<file path="src/rtl/spi_cfg_pkg.sv">
// spi_cfg_pkg
//   Shared definitions for the SPI configuration controller: frame state
//   encoding, header field positions, the ID opcode and the register count.
//   Imported by spi_cfg_bank and spi_cfg_ctrl.
package spi_cfg_pkg;

   typedef enum logic [1:0] {
      ST_IDLE,
      ST_WRITE,
      ST_READ,
      ST_DONE
   } state_t;

   localparam int unsigned NUM_REGS = 4;

   // Header byte layout
   localparam int unsigned HDR_WR_BIT  = 7;
   localparam int unsigned HDR_INC_BIT = 6;
   localparam int unsigned HDR_REG_LSB = 4;
   localparam int unsigned HDR_LEN_LSB = 0;

   localparam logic [7:0] ID_OPCODE = 8'h8F;

   typedef logic [$clog2(NUM_REGS)-1:0] reg_addr_t;

   // Register pointer step; 2-bit arithmetic gives the 3 -> 0 wrap.
   function automatic reg_addr_t next_addr(input reg_addr_t a, input logic inc);
      return inc ? reg_addr_t'(a + reg_addr_t'(1)) : a;
   endfunction

endpackage

</file>
<file path="src/rtl/spi_cfg_ctrl_if.sv">
// spi_cfg_ctrl_if
//   Byte-level handshake between the SPI shifter and the frame controller.
//   Signals:
//     ss       - slave select, active-low (high = frame boundary)
//     rx_valid - one-cycle strobe, rx_byte holds a complete byte
//     rx_byte  - received byte
//     tx_load  - one-cycle strobe, shifter loads tx_byte
//     tx_byte  - next byte to shift out
//   Modports: master = shifter side, slave = controller side.
interface spi_cfg_ctrl_if;
   logic       ss;
   logic       rx_valid;
   logic [7:0] rx_byte;
   logic       tx_load;
   logic [7:0] tx_byte;

   modport master (
      output ss, rx_valid, rx_byte,
      input  tx_load, tx_byte
   );

   modport slave (
      input  ss, rx_valid, rx_byte,
      output tx_load, tx_byte
   );
endinterface

</file>
<file path="src/rtl/spi_cfg_bank.sv">
// spi_cfg_bank
//   4x8 configuration register file with write port, combinational read mux
//   of the committed bank, and commit strobe.
//   Build option: SPI_CFG_SHADOW_EN - writes land in a shadow bank that is
//   copied to cfg on commit; discard reloads the shadow from cfg.
//   Ports:
//     sclk, rst_n  - clock, synchronous active-low reset
//     we/waddr/wdata - byte write
//     commit       - last write of a complete frame (shadow build)
//     discard      - no write frame active, drop shadow contents (shadow build)
//     raddr/rdata  - read of committed bank
//     cfg          - committed bank, byte n at [8n+7:8n]
//     update       - one-cycle pulse when cfg changed on the previous edge
module spi_cfg_bank
   import spi_cfg_pkg::*;
#(
   parameter logic [31:0] CFG_RESET = 32'h0000_0000
) (
   input  logic        sclk,
   input  logic        rst_n,
   input  logic        we,
   input  reg_addr_t   waddr,
   input  logic [7:0]  wdata,
   input  logic        commit,
   input  logic        discard,
   input  reg_addr_t   raddr,
   output logic [7:0]  rdata,
   output logic [31:0] cfg,
   output logic        update
);

   always_comb begin
      rdata = cfg[{raddr, 3'b000} +: 8];
   end

`ifdef SPI_CFG_SHADOW_EN
   logic [31:0] shadow;
   logic [31:0] shadow_next;

   // Merge the current write so the commit edge includes the final byte.
   always_comb begin
      shadow_next = shadow;
      if (we) shadow_next[{waddr, 3'b000} +: 8] = wdata;
   end

   always_ff @(posedge sclk) begin
      if (!rst_n) begin
         shadow <= CFG_RESET;
         cfg    <= CFG_RESET;
         update <= 1'b0;
      end else begin
         update <= commit;
         if (commit) cfg <= shadow_next;
         if (discard) shadow <= cfg;
         else         shadow <= shadow_next;
      end
   end
`else
   logic unused_ok;
   assign unused_ok = &{1'b0, commit, discard};

   always_ff @(posedge sclk) begin
      if (!rst_n) begin
         cfg    <= CFG_RESET;
         update <= 1'b0;
      end else begin
         update <= we;
         if (we) cfg[{waddr, 3'b000} +: 8] <= wdata;
      end
   end
`endif

endmodule

</file>
<file path="src/rtl/spi_cfg_ctrl.sv">
// spi_cfg_ctrl
//   Frame-level controller behind the byte-wide SPI shifter. Parses header +
//   payload frames, writes/reads the 4-byte configuration bank and sequences
//   bytes returned to the shifter. Header: [7] write, [6] auto-increment,
//   [5:4] start register, [3:0] length-1. Header 8'h8F returns ID_BYTE.
//   Build option: SPI_CFG_SHADOW_EN - config_data updates only when a write
//   frame completes (see spi_cfg_bank).
//   Ports:
//     sclk, rst_n  - clock, synchronous active-low reset
//     bus          - shifter handshake (spi_cfg_ctrl_if.slave)
//     config_data  - committed configuration bank
//     cfg_update   - pulse on the cycle config_data shows a change
//     busy         - read/write frame in progress
//     frame_err    - bytes received past the end of the frame
module spi_cfg_ctrl
   import spi_cfg_pkg::*;
#(
   parameter logic [31:0] CFG_RESET = 32'h0000_0000,
   parameter logic [7:0]  ID_BYTE   = 8'hAA
) (
   input  logic          sclk,
   input  logic          rst_n,
   spi_cfg_ctrl_if.slave bus,
   output logic [31:0]   config_data,
   output logic          cfg_update,
   output logic          busy,
   output logic          frame_err
);

   state_t     state;
   reg_addr_t  addr;
   logic       inc;
   logic [3:0] remaining;
   logic       tx_load_q;
   logic [7:0] tx_byte_q;

   logic       hdr_wr;
   logic       hdr_inc;
   reg_addr_t  hdr_reg;
   logic [3:0] hdr_len;

   logic       bank_we;
   logic       bank_commit;
   logic       bank_discard;
   reg_addr_t  bank_raddr;
   logic [7:0] bank_rdata;

   assign bus.tx_load = tx_load_q;
   assign bus.tx_byte = tx_byte_q;

   always_comb begin
      hdr_wr  = bus.rx_byte[HDR_WR_BIT];
      hdr_inc = bus.rx_byte[HDR_INC_BIT];
      hdr_reg = bus.rx_byte[HDR_REG_LSB +: 2];
      hdr_len = bus.rx_byte[HDR_LEN_LSB +: 4];
   end

   // ss high masks rx_valid, so a byte arriving with ss is never written.
   always_comb begin
      bank_we      = bus.rx_valid && !bus.ss && (state == ST_WRITE);
      bank_commit  = bank_we && (remaining == 4'd0);
      bank_discard = (state != ST_WRITE);
      bank_raddr   = (state == ST_IDLE) ? hdr_reg : addr;
   end

   spi_cfg_bank #(
      .CFG_RESET (CFG_RESET)
   ) u_bank (
      .sclk    (sclk),
      .rst_n   (rst_n),
      .we      (bank_we),
      .waddr   (addr),
      .wdata   (bus.rx_byte),
      .commit  (bank_commit),
      .discard (bank_discard),
      .raddr   (bank_raddr),
      .rdata   (bank_rdata),
      .cfg     (config_data),
      .update  (cfg_update)
   );

   always_ff @(posedge sclk) begin
      if (!rst_n) begin
         state     <= ST_IDLE;
         addr      <= '0;
         inc       <= 1'b0;
         remaining <= '0;
         tx_load_q <= 1'b0;
         tx_byte_q <= '0;
         busy      <= 1'b0;
         frame_err <= 1'b0;
      end else begin
         tx_load_q <= 1'b0;
         if (bus.ss) begin
            state     <= ST_IDLE;
            busy      <= 1'b0;
            tx_byte_q <= '0;
         end else if (bus.rx_valid) begin
            case (state)
               ST_IDLE: begin
                  frame_err <= 1'b0;
                  if (bus.rx_byte == ID_OPCODE) begin
                     tx_byte_q <= ID_BYTE;
                     tx_load_q <= 1'b1;
                     state     <= ST_DONE;
                  end else begin
                     inc       <= hdr_inc;
                     remaining <= hdr_len;
                     busy      <= 1'b1;
                     if (hdr_wr) begin
                        addr  <= hdr_reg;
                        state <= ST_WRITE;
                     end else begin
                        // First read byte is returned off the header itself.
                        addr      <= next_addr(hdr_reg, hdr_inc);
                        tx_byte_q <= bank_rdata;
                        tx_load_q <= 1'b1;
                        state     <= ST_READ;
                     end
                  end
               end
               ST_WRITE: begin
                  addr <= next_addr(addr, inc);
                  if (remaining == 4'd0) begin
                     state <= ST_DONE;
                     busy  <= 1'b0;
                  end else begin
                     remaining <= remaining - 4'd1;
                  end
               end
               ST_READ: begin
                  tx_load_q <= 1'b1;
                  if (remaining == 4'd0) begin
                     tx_byte_q <= '0;
                     state     <= ST_DONE;
                     busy      <= 1'b0;
                  end else begin
                     tx_byte_q <= bank_rdata;
                     addr      <= next_addr(addr, inc);
                     remaining <= remaining - 4'd1;
                  end
               end
               ST_DONE: begin
                  frame_err <= 1'b1;
               end
               default: state <= ST_IDLE;
            endcase
         end
      end
   end

endmodule
</file>
<file path="src/flat_wrapper.sv">
// flat-port wrapper written by rule: the top's interface ports become plain ports
module spi_cfg_ctrl_flat import spi_cfg_pkg::*;
#(
   parameter logic [31:0] CFG_RESET = 32'h0000_0000,
   parameter logic [7:0]  ID_BYTE   = 8'hAA
)
  (sclk, rst_n, config_data, cfg_update, busy, frame_err, bus_ss, bus_rx_valid, bus_rx_byte, bus_tx_load, bus_tx_byte);
  spi_cfg_ctrl_if bus_i ();
  input  logic sclk;
  input  logic rst_n;
  output logic [31:0] config_data;
  output logic cfg_update;
  output logic busy;
  output logic frame_err;
  input wire logic [$bits(bus_i.ss)-1:0] bus_ss;
  input wire logic [$bits(bus_i.rx_valid)-1:0] bus_rx_valid;
  input wire logic [$bits(bus_i.rx_byte)-1:0] bus_rx_byte;
  output wire logic [$bits(bus_i.tx_load)-1:0] bus_tx_load;
  output wire logic [$bits(bus_i.tx_byte)-1:0] bus_tx_byte;
  assign bus_i.ss = bus_ss;
  assign bus_i.rx_valid = bus_rx_valid;
  assign bus_i.rx_byte = bus_rx_byte;
  assign bus_tx_load = bus_i.tx_load;
  assign bus_tx_byte = bus_i.tx_byte;
  spi_cfg_ctrl #(.CFG_RESET(CFG_RESET), .ID_BYTE(ID_BYTE)) u_core (.sclk(sclk), .rst_n(rst_n), .bus(bus_i), .config_data(config_data), .cfg_update(cfg_update), .busy(busy), .frame_err(frame_err));
endmodule
</file>
<file path="config.mk">
export PLATFORM = sky130hd
export DESIGN_NAME = spi_cfg_ctrl_flat
export DESIGN_NICKNAME = d
export VERILOG_FILES = /design/src/rtl/spi_cfg_pkg.sv /design/src/rtl/spi_cfg_ctrl_if.sv /design/src/rtl/spi_cfg_bank.sv /design/src/rtl/spi_cfg_ctrl.sv /design/src/flat_wrapper.sv
export SDC_FILE = /design/constraint.sdc
export NUM_CORES = 1
export LEC_CHECK = 0
export ABC_CLOCK_PERIOD_IN_PS = 2900
export BUFFER_PORTS_ARGS = -buffer_cell sky130_fd_sc_hd__buf_2
export CAP_MARGIN = 20
export CORE_MARGIN = 2
export CORE_UTILIZATION = 50
export DETAILED_ROUTE_END_ITERATION = 7
export PLACE_DENSITY_LB_ADDON = 0.3
export SLEW_MARGIN = 10
export SYNTH_ARGS = -nofsm -noshare
export SYNTH_HDL_FRONTEND = slang
export SYNTH_SLANG_ARGS = --single-unit
</file>
<file path="constraint.sdc">
create_clock -name sclk -period 2.9 [get_ports sclk]
set_input_delay 0.435 -clock sclk [delete_from_list [all_inputs] [get_ports sclk]]
set_output_delay 0.435 -clock sclk [all_outputs]
set_load 0.03 [all_outputs]
</file>
==> results of run 1 <==
## path summary, 6_finish.rpt
| path | to | slack (ps) | from |
|---|---|---|---|
| max | u_core.bus.tx_byte[5] | 460 | u_core.state[0] |
| min | u_core.u_bank.cfg[3] | 440 | bus_rx_byte[3] |
| max reg2reg | u_core.bus.tx_byte[5] | 460 | u_core.state[0] |
| min reg2reg | u_core.u_bank.cfg[18] | 480 | u_core.u_bank.cfg[18] |
## flip-flops by register name, indices dropped and copies added, names as in the netlist
register / count
u_core.addr: 2
u_core.bus.tx_byte: 8
u_core.bus.tx_load: 1
u_core.busy: 1
u_core.frame_err: 1
u_core.inc: 1
u_core.remaining: 4
u_core.state: 2
u_core.u_bank.cfg: 32
u_core.u_bank.update: 1
## power by group through the flow
stage	Combinational, mW	Sequential [mW]	Clock (mW)
finish	0.230	0.754	0.464
global route	0.254	0.757	0.502
detailed placement	0.228	0.770	0
floorplan	0.157	0.772	0
CTS	0.229	0.754	0.468
global placement	0.222	0.770	0
## per-stage QoR
step | hold WS (ps) | total power, mW | worst slack, ps
final | 437.6 | 1.448 | 459.7
after global routing | 430.1 | 1.512 | 308.8
after CTS | 431.8 | 1.451 | 454.5
after detailed placement | 456.2 | 0.9981 | 465.9
after global placement | 446.8 | 0.9914 | 572.9
after floorplan | 436.3 | 0.9299 | 788.0
## critical path, delay by kind of cell (launching register included)
family | cells | cell delay [ps]
mux | 2 | 1080
flops | 1 | 360
compound gates | 1 | 170
simple gates | 1 | 220
fa+ha+maj | 1 | 430
buf+inv | 1 | 90
## layer usage
metal  wire length [µm]  share of wire  GRT usage
met3                488          0.067    0.04739
met4                 95          0.013    0.07455
met1               3375           0.46     0.3781
met2               3316           0.46     0.4035
met5                  0              0          0
## layout make-up
type	count	area [µm²]	area share
multi-input combinational	211	1451	0.4727
clock inverter	3	28.78	0.009372
inverter	14	52.55	0.01711
clock buffer	5	68.82	0.02241
timing repair buffer	61	320.3	0.1043
sequential	53	1061	0.3456
tap	70	87.58	0.02852
## logic make-up after synthesis
logic type | count (synthesis) | share of synthesized area
xor gates and xnor gates | 1 | 0.003331
AOI/OAI and AO/OA | 72 | 0.1874
muxes | 10 | 0.08563
adders and majority gates | 11 | 0.05233
and+or+nand+nor | 117 | 0.2231
DFF | 53 | 0.4034
buffers and inverters | 29 | 0.04472
## cell usage in the layout (no fill, tap or decap), drive strengths merged, types with 2 or more instances in the layout
cell / instances
buf: 61
dfxtp: 53
nand3: 38
nand2: 37
a21oi: 36
inv: 17
nor2: 11
ha: 11
mux4: 8
and3: 5
or2: 5
clkbuf: 5
nor3b: 4
nand2b: 4
a32o: 4
nor3: 4
a22o: 4
a211oi: 4
o21ai: 3
o311ai: 3
o31ai: 3
o211ai: 3
nor2b: 2
nor4bb: 2
mux2i: 2
a211o: 2
o32ai: 2
o221a: 2
or3: 2
==> impl_metrics.py, run 1 <==
metrics = {
    "sta": {
        "report.final.slew_viol_count": 0,
        "worstMarginPinSlew_ps": 810.5,
        "layout_min_cycle_time_ps": 2440,
        "finalSetupViolations": 0,
        "slew_headroom": 0.4523,
        "fin_worst_skew_ps": 9.336,
        "hold_violations": 0,
        "fin_setup_tns_ps": 0,
        "max_freq_ghz": 0.4098,
        "rsz0062_at_grt": "no",
        "fin_crit_sh": 0.8415,
    },
    "outcome": {
        "status": "complete, no violations",
    },
    "clock_tree": {
        "ctsHoldBuffers": 0,
        "clock-sinks": 53,
        "cts-resized-gates": 0,
        "clock-root-buffer": "clkbuf_8",
        "h-tree-depth": 2,
        "tritoncts": "yes",
        "postCtsSetupBuffers": 0,
        "clkTransAtPathRegs_ps": 110,
        "clock_latency_ps": 320,
        "numCtsBuffers": 5,
        "clk_path_buf_depth": 2,
    },
    "grt": {
        "antenna_found_initial": 0,
        "grt_pass1_wl_um": 12130,
        "grt_overflow_total": 0,
        "grt_start_max_net_pins": 40,
        "grt_pass1_vias": 2314,
        "grt_usage": 0.2620,
    },
    "cells_and_area": {
        "n_antenna_cell": 0,
        "fin_area_um2": 3070,
        "final_util": 0.6012,
        "drive_gt1_frac": 0.2450,
        "synthToLayoutAreaGrowth_pct": 16.75,
        "fillers": 460,
        "layoutNonFillerInstCount": 417,
        "fin_nets": 369,
    },
    "power_and_ir_drop": {
        "combPwrFrac": 0.159,
        "p_sw_frac": 0.3035,
        "ir_drop_mv": 0.2235,
        "p_int_mw": 1.009,
        "p_clk_frac": 0.320,
        "p_sw_mw": 0.4395,
        "power_frac_seq": 0.521,
        "power_density_nw_per_um2": 471.7,
        "p_leak_nw": 1.253,
    },
    "drt": {
        "ant_nets": 0,
        "viasPerCell": 5.957,
        "vias": 2484,
        "drtIter0Drc": 245,
        "routed_wl_um": 7277,
        "wire_per_inst_um": 17.45,
        "drtPass1Iterations": 5,
        "drcViolationCount": 0,
    },
    "yosys": {
        "netlist.area_leader.share": 0.4034,
        "netlist_top_cells_count": "dfxtp_1, nand3_1, nand2_1",
        "ys_ff_latch": 53,
        "syn_inst": 293,
        "synth_seq_area_share": 0.4034,
        "yosys.cell_count.top_type": "dfxtp_1",
        "yosysTopAreaCell": "dfxtp_1",
        "synth_area_um2": 2630,
        "netlist-cell-type-count": 43,
        "synth-edff-count": 0,
        "async_reset_ff_frac": 0,
        "syn_avg_cell_area_um2": 8.976,
        "synth.yosys.warnings": 0,
        "synth.area.top_cells": "dfxtp_1, nand3_1, a21oi_1",
        "ys.flop_type": "dfxtp_1",
        "syn_nets": 316,
    },
    "critical_path": {
        "worstPathMaxFanout": 8,
        "end_kind": "flop",
        "cp-start-kind": "flop",
        "path_cells": "inv_1 > ha_1 > mux2i_4 > mux4_2 > or2_1 > a22o_1",
        "reg2reg_depth": 6,
        "worstSetupPathType": "reg2reg",
        "cp.required_ps": 3120,
        "critical_path_arrival_ps": 2660,
        "crit_path_top_delay_cell": "mux4_2",
        "crit_path_max_incr_delay_ps": 560,
    },
    "floorplanning": {
        "rows": 26,
        "pin_count": 56,
        "die_area_um2": 5856,
        "die_height_um": 76.53,
        "die_w_um": 76.53,
        "initial_core_util": 0.5149,
        "core_area_um2": 5107,
    },
    "placed_design": {
        "placed_area_um2": 2973,
        "routabilityCongestion": 0.9022,
        "placed_cells_incl_taps": 409,
        "place_hpwl_um": 5336,
        "port_buffers": 55,
    },
    "flow_run": {
        "cap_violations": 0,
    },
    "hold_path": {
        "min_path_type": "in2reg",
        "holdPathStages": 3,
    },
}
(Power assumes the default switching activity.)
==> run 2, diff against run 1 <==
- ABC_AREA: not set -> 1
- ABC_CLOCK_PERIOD_IN_PS: 2900 -> 2100
- clock period: 2.9 -> 2.1 ns (I/O delays scaled with it)
==> impl_metrics.py, run 2 <==
metrics = {
    "sta": {
        "layout_min_cycle_time_ps": 1872,
        "worstMarginPinSlew_ps": 450.4,
        "timing.final.ws_setup_ps": 227.9,
        "hold_violations": 0,
        "report.final.slew_viol_count": 0,
        "finalSetupViolations": 0,
        "fin_setup_tns_ps": 0,
        "fin_crit_sh": 0.8915,
        "slew_headroom": 0.6997,
        "max_freq_ghz": 0.5341,
        "fin_worst_skew_ps": 6.319,
        "rsz0062_at_grt": "no",
    },
    "clock_tree": {
        "h-tree-depth": 2,
        "clock-sinks": 53,
        "clk_path_buf_depth": 2,
        "ctsHoldBuffers": 0,
        "clock-root-buffer": "clkbuf_8",
        "tritoncts": "yes",
        "numCtsBuffers": 5,
        "clock_latency_ps": 310,
        "clkTransAtPathRegs_ps": 90,
    },
    "yosys": {
        "netlist.area_leader.share": 0.3724,
        "syn_inst": 428,
        "synth.yosys.warnings": 0,
        "synth_area_um2": 2849,
        "ys_ff_latch": 53,
        "yosys.cell_count.top_type": "nand2_1",
        "syn_avg_cell_area_um2": 6.657,
        "yosysTopAreaCell": "dfxtp_1",
        "ys.flop_type": "dfxtp_1",
        "netlist_top_cells_count": "nand2_1, inv_1, nor2_1",
        "netlist-cell-type-count": 29,
        "syn_nets": 451,
        "synth_seq_area_share": 0.3724,
        "synth.area.top_cells": "dfxtp_1, nand2_1, inv_1",
        "async_reset_ff_frac": 0,
        "synth-edff-count": 0,
    },
    "hold_path": {
        "min_path_type": "in2reg",
    },
    "outcome": {
        "status": "complete, no violations",
    },
    "floorplanning": {
        "die_area_um2": 6318,
        "rows": 27,
        "pin_count": 56,
        "core_area_um2": 5507,
        "die_w_um": 79.49,
        "die_height_um": 79.49,
        "initial_core_util": 0.5174,
    },
    "critical_path": {
        "cp-start-kind": "flop",
        "worstSetupPathType": "reg2reg",
        "worstPathMaxFanout": 15,
        "end_kind": "flop",
        "cp.required_ps": 2320,
        "critical_path_arrival_ps": 2090,
    },
    "power_and_ir_drop": {
        "ir_drop_mv": 0.3479,
        "total_power_mw": 2.262,
        "power_density_nw_per_um2": 675.6,
        "p_leak_nw": 1.602,
    },
    "placed_design": {
        "placed_area_um2": 3218,
        "preCtsSetupSlack_ps": 192.9,
        "port_buffers": 55,
        "place_hpwl_um": 5950,
        "routabilityCongestion": 0.9221,
    },
    "cells_and_area": {
        "n_antenna_cell": 0,
        "mostFrequentLayoutCells": "nand2_1, inv_1, buf_2",
        "regMostFlops": "u_core.u_bank.cfg",
        "synthToLayoutAreaGrowth_pct": 17.52,
        "final_common_cell": "nand2_1",
        "fin_nets": 509,
        "final_util": 0.6080,
        "fin_area_um2": 3348,
        "drive_gt1_frac": 0.1828,
        "fillers": 525,
        "largest_reg_flops": 32,
    },
    "drt": {
        "wire_per_inst_um": 13.96,
        "routed_wl_um": 7801,
        "drtIter0Drc": 210,
        "vias": 2910,
        "viasPerCell": 5.206,
        "drcViolationCount": 0,
        "drtPass1Iterations": 4,
        "ant_nets": 0,
    },
    "grt": {
        "grt_start_max_net_pins": 17,
        "grt_pass1_vias": 2628,
        "grt_overflow_total": 0,
        "antenna_found_initial": 0,
        "grt_pass1_wl_um": 12480,
        "grt_usage": 0.2584,
    },
    "flow_run": {
        "cap_violations": 0,
    },
}
[run 2: cell types whose count changed after synthesis, sizes merged, moves of 5 or more]
cell | previous run | this run
a21oi | 36 | 44
nand4 | 1 | 6
and3 | 5 | 0
nand2 | 37 | 99
inv | 14 | 62
mux4 | 8 | 0
a211oi | 4 | 11
o21ai | 3 | 32
nand3 | 38 | 22
nor2 | 11 | 55
[run 2: through the flow]
| step | hold slack, ps | std cells |
|---|---|---|
| 2_1_floorplan | 429.7 | 428 |
| 3_3_place_gp | 446.1 | 551 |
| 3_5_place_dp | 455.3 | 551 |
| 4_1_cts | 306.3 | 559 |
| 5_1_grt | 316.7 | 559 |
| 6_report | 311.4 | 559 |
[run 2: worst max-delay path, stage by stage, from the launching register on]
cell and delay (ps):
dfxtp_1 340, inv_1 100, ha_1 290, inv_2 90
nand2_2 160, nand2_8 110, buf_4 170, o211ai_1 210
nand2_1 100, nand2_1 70, nand2_1 50, nand2_1 50
nor2_1 30
[run 2: metal layers]
layer / part of all wire / GRT usage / vias up
met5: 0 / 0 / -
met4: 0.022 / 0.1155 / 0
met3: 0.081 / 0.05090 / 17
met2: 0.48 / 0.4361 / 100
met1: 0.42 / 0.3175 / 1301
li1: - / - / 1492
[run 2: final timing paths]
| path | slack (ps) | cells past startpoint | startpoint | to |
|---|---|---|---|---|
| max | 230 | 12 | u_core.state[0] | u_core.bus.tx_byte[4] |
| max reg2reg | 230 | 12 | u_core.state[0] | u_core.bus.tx_byte[4] |
| min | 310 | 3 | bus_rx_valid | u_core.bus.tx_load |
| min reg2reg | 470 | 2 | u_core.remaining[1] | u_core.remaining[1] |
[run 2: report_power, final]
| part | leakage (nW) | internal [mW] | switching, mW |
|---|---|---|---|
| Combinational | 1.11 | 0.159 | 0.332 |
| Clock | 0.0585 | 0.389 | 0.336 |
| Sequential | 0.429 | 1.03 | 0.0149 |
[run 2: what timing repair did]
action / in CTS / in global routing
resized for setup: 0 / 2
setup endpoints to repair: 0 / 5
buffers inserted: 0 / 0
[run 2: final cells by class]
| type | instances | area, µm² | share of cell area |
|---|---|---|---|
| Timing Repair Buffer | 65 | 350.3 | 0.1046 |
| Tap cell | 72 | 90.09 | 0.02691 |
| Sequential cell | 53 | 1061 | 0.3169 |
| Multi-Input combinational cell | 297 | 1484 | 0.4432 |
| Inverter | 64 | 246.5 | 0.07362 |
| Clock buffer | 7 | 86.33 | 0.02578 |
| Clock inverter | 1 | 30.03 | 0.008969 |
[run 2: cells by family (layout without fill, tap and decap cells)]
| kind of cell | Yosys count | count (layout) | share of synthesized area |
|---|---|---|---|
| AO/OA/AOI/OAI | 93 | 93 | 0.1796 |
| adder cells (fa/ha/maj) | 11 | 11 | 0.04831 |
| buffers and inverters | 78 | 137 | 0.1115 |
| flip-flops | 53 | 53 | 0.3724 |
| AND/OR/NAND/NOR | 193 | 193 | 0.2881 |
==> run 3, diff against run 2 <==
- SYNTH_HIERARCHICAL: not set -> 1
==> impl_metrics.py, run 3 <==
metrics = {
    "cells_and_area": {
        "mostFrequentLayoutCells": "nand2_1, nor2_1, inv_1",
        "synthToLayoutAreaGrowth_pct": 15.38,
        "largest_reg_flops": 32,
        "n_antenna_cell": 0,
        "drive_gt1_frac": 0.1822,
        "final_common_cell": "nand2_1",
        "fin_nets": 560,
        "regMostFlops": "u_core/u_bank/cfg",
    },
    "sta": {
        "max_freq_ghz": 0.5297,
        "layout_min_cycle_time_ps": 1888,
        "fin_worst_skew_ps": 12.27,
        "worstMarginPinSlew_ps": 371.8,
        "fin_crit_sh": 0.8990,
        "finalSetupViolations": 0,
        "hold_violations": 0,
        "rsz0062_at_grt": "no",
        "fin_setup_tns_ps": 0,
        "report.final.slew_viol_count": 0,
        "slew_headroom": 0.7521,
    },
    "floorplanning": {
        "die_area_um2": 6745,
        "initial_core_util": 0.5154,
        "pin_count": 56,
        "rows": 28,
        "die_height_um": 82.13,
        "core_area_um2": 5921,
        "die_w_um": 82.13,
    },
    "critical_path": {
        "worstPathMaxFanout": 9,
        "critPathTopFamily": "compound AO/OA/AOI/OAI gates",
        "crit_top_cell": "inv_1",
        "critical_path_arrival_ps": 2110,
        "cp.required_ps": 2320,
        "path_cells": "inv_1 > ha_2 > inv_2 > o21ai_0 > buf_4 > inv_1 > o21ai_0 > o22ai_1 > inv_1 > nand2_1 > a21oi_1 > nor2_1",
        "crit_buf_inv": 5,
        "cp-start-kind": "flop",
        "worstSetupPathType": "reg2reg",
        "crit_path_top_delay_cell": "dfxtp_1",
        "end_kind": "flop",
        "crit_path_max_incr_delay_ps": 340,
    },
    "yosys": {
        "syn_avg_cell_area_um2": 6.398,
        "synth_area_um2": 3052,
        "syn_inst": 477,
        "synth.yosys.warnings": 6,
        "syn_nets": 500,
    },
    "hold_path": {
        "min_path_type": "in2reg",
    },
    "drt": {
        "routed_wl_um": 8309,
        "drcViolationCount": 0,
        "ant_nets": 0,
        "drtIter0Drc": 252,
        "vias": 3186,
        "viasPerCell": 5.197,
        "wire_per_inst_um": 13.55,
        "drtPass1Iterations": 6,
    },
    "power_and_ir_drop": {
        "combPwrFrac": 0.218,
        "p_sw_mw": 0.7089,
        "p_clk_frac": 0.295,
        "total_power_mw": 2.144,
        "power_frac_seq": 0.487,
        "p_sw_frac": 0.3307,
        "p_int_mw": 1.435,
        "p_leak_nw": 1.783,
        "power_density_nw_per_um2": 608.9,
        "ir_drop_mv": 0.3737,
    },
    "grt": {
        "grt-busiest-layer": "met2",
        "grtUsageMet3": 0.03804,
        "grt_pass1_wl_um": 12570,
        "grt_start_max_net_pins": 33,
        "grt_util_met2": 0.4106,
        "global_route.usage.met1": 0.3327,
        "grt_pass1_vias": 2584,
        "grt_overflow_total": 0,
        "grt_usage": 0.2475,
        "antenna_found_initial": 0,
    },
    "placed_design": {
        "routabilityCongestion": 0.9688,
        "port_buffers": 55,
        "place_hpwl_um": 6134,
    },
    "clock_tree": {
        "numCtsBuffers": 5,
        "tritoncts": "yes",
        "clk_path_buf_depth": 2,
        "clock-sinks": 53,
        "clock_latency_ps": 320,
        "h-tree-depth": 2,
        "clock-root-buffer": "clkbuf_8",
        "clkTransAtPathRegs_ps": 100,
    },
    "flow_run": {
        "cap_violations": 0,
    },
    "outcome": {
        "status": "complete, no violations",
    },
}
run 3: routing by layer:
layer / wire length (µm) / part of all wire / vias up
li1: - / - / 1607
met1: 3524 / 0.42 / 1414
met2: 3978 / 0.48 / 153
met3: 666 / 0.080 / 12
met4: 139 / 0.017 / 0
met5: 0 / 0 / -
run 3: layout make-up:
type | count | area [µm²]
timing repair buffer | 66 | 357.8
tap | 75 | 93.84
multi-input combinational | 349 | 1682
sequential | 53 | 1061
clock buffer | 5 | 68.82
inverter | 62 | 232.7
clock inverter | 3 | 25.02
fill | 576 | 2400
run 3: power groups by stage:
stage / Sequential [mW] / Combinational, mW / Clock, mW
after floorplan: 1.09 / 0.324 / 0
after global placement: 1.07 / 0.445 / 0
after detailed placement: 1.07 / 0.454 / 0
after CTS: 1.04 / 0.456 / 0.641
after global routing: 1.05 / 0.522 / 0.687
final: 1.04 / 0.468 / 0.631
run 3: per-stage QoR:
step	setup slack [ps]	std cells	area, µm²	utilization	hold slack, ps
4_1_cts	139.1	611	3503	0.5917	286.6
2_1_floorplan	82.29	477	3052	-	412.6
3_3_place_gp	254.2	603	3410	0.5759	442.4
3_5_place_dp	164.5	603	3410	0.5759	443.7
6_report	212.0	613	3521	0.5947	289.3
5_1_grt	82.56	613	3521	0.5947	304.1
run 3: worst min-delay path: cells and delay by family:
family	cells	cell delay (ps)
buffers and inverters	2	170
AND/OR/NAND/NOR	1	80
run 3: what timing repair did:
| item | CTS | global route |
|---|---|---|
| endpoints found under the setup margin | 0 | 5 |
| resized for setup | 0 | 1 |
| setup buffers | 0 | 2 |
| endpoints found under the hold margin | 0 | 0 |
| hold buffers | 0 | 0 |
run 3: final timing paths:
check,from,to,slack [ps],depth (start not counted)
setup / recovery,u_core/state[0],u_core/bus.tx_byte[3],210,12
hold / removal,bus_rx_valid,u_core/bus.tx_load,290,3
setup reg to reg,u_core/state[0],u_core/bus.tx_byte[3],210,12
hold reg to reg,u_core/inc,u_core/inc,460,2
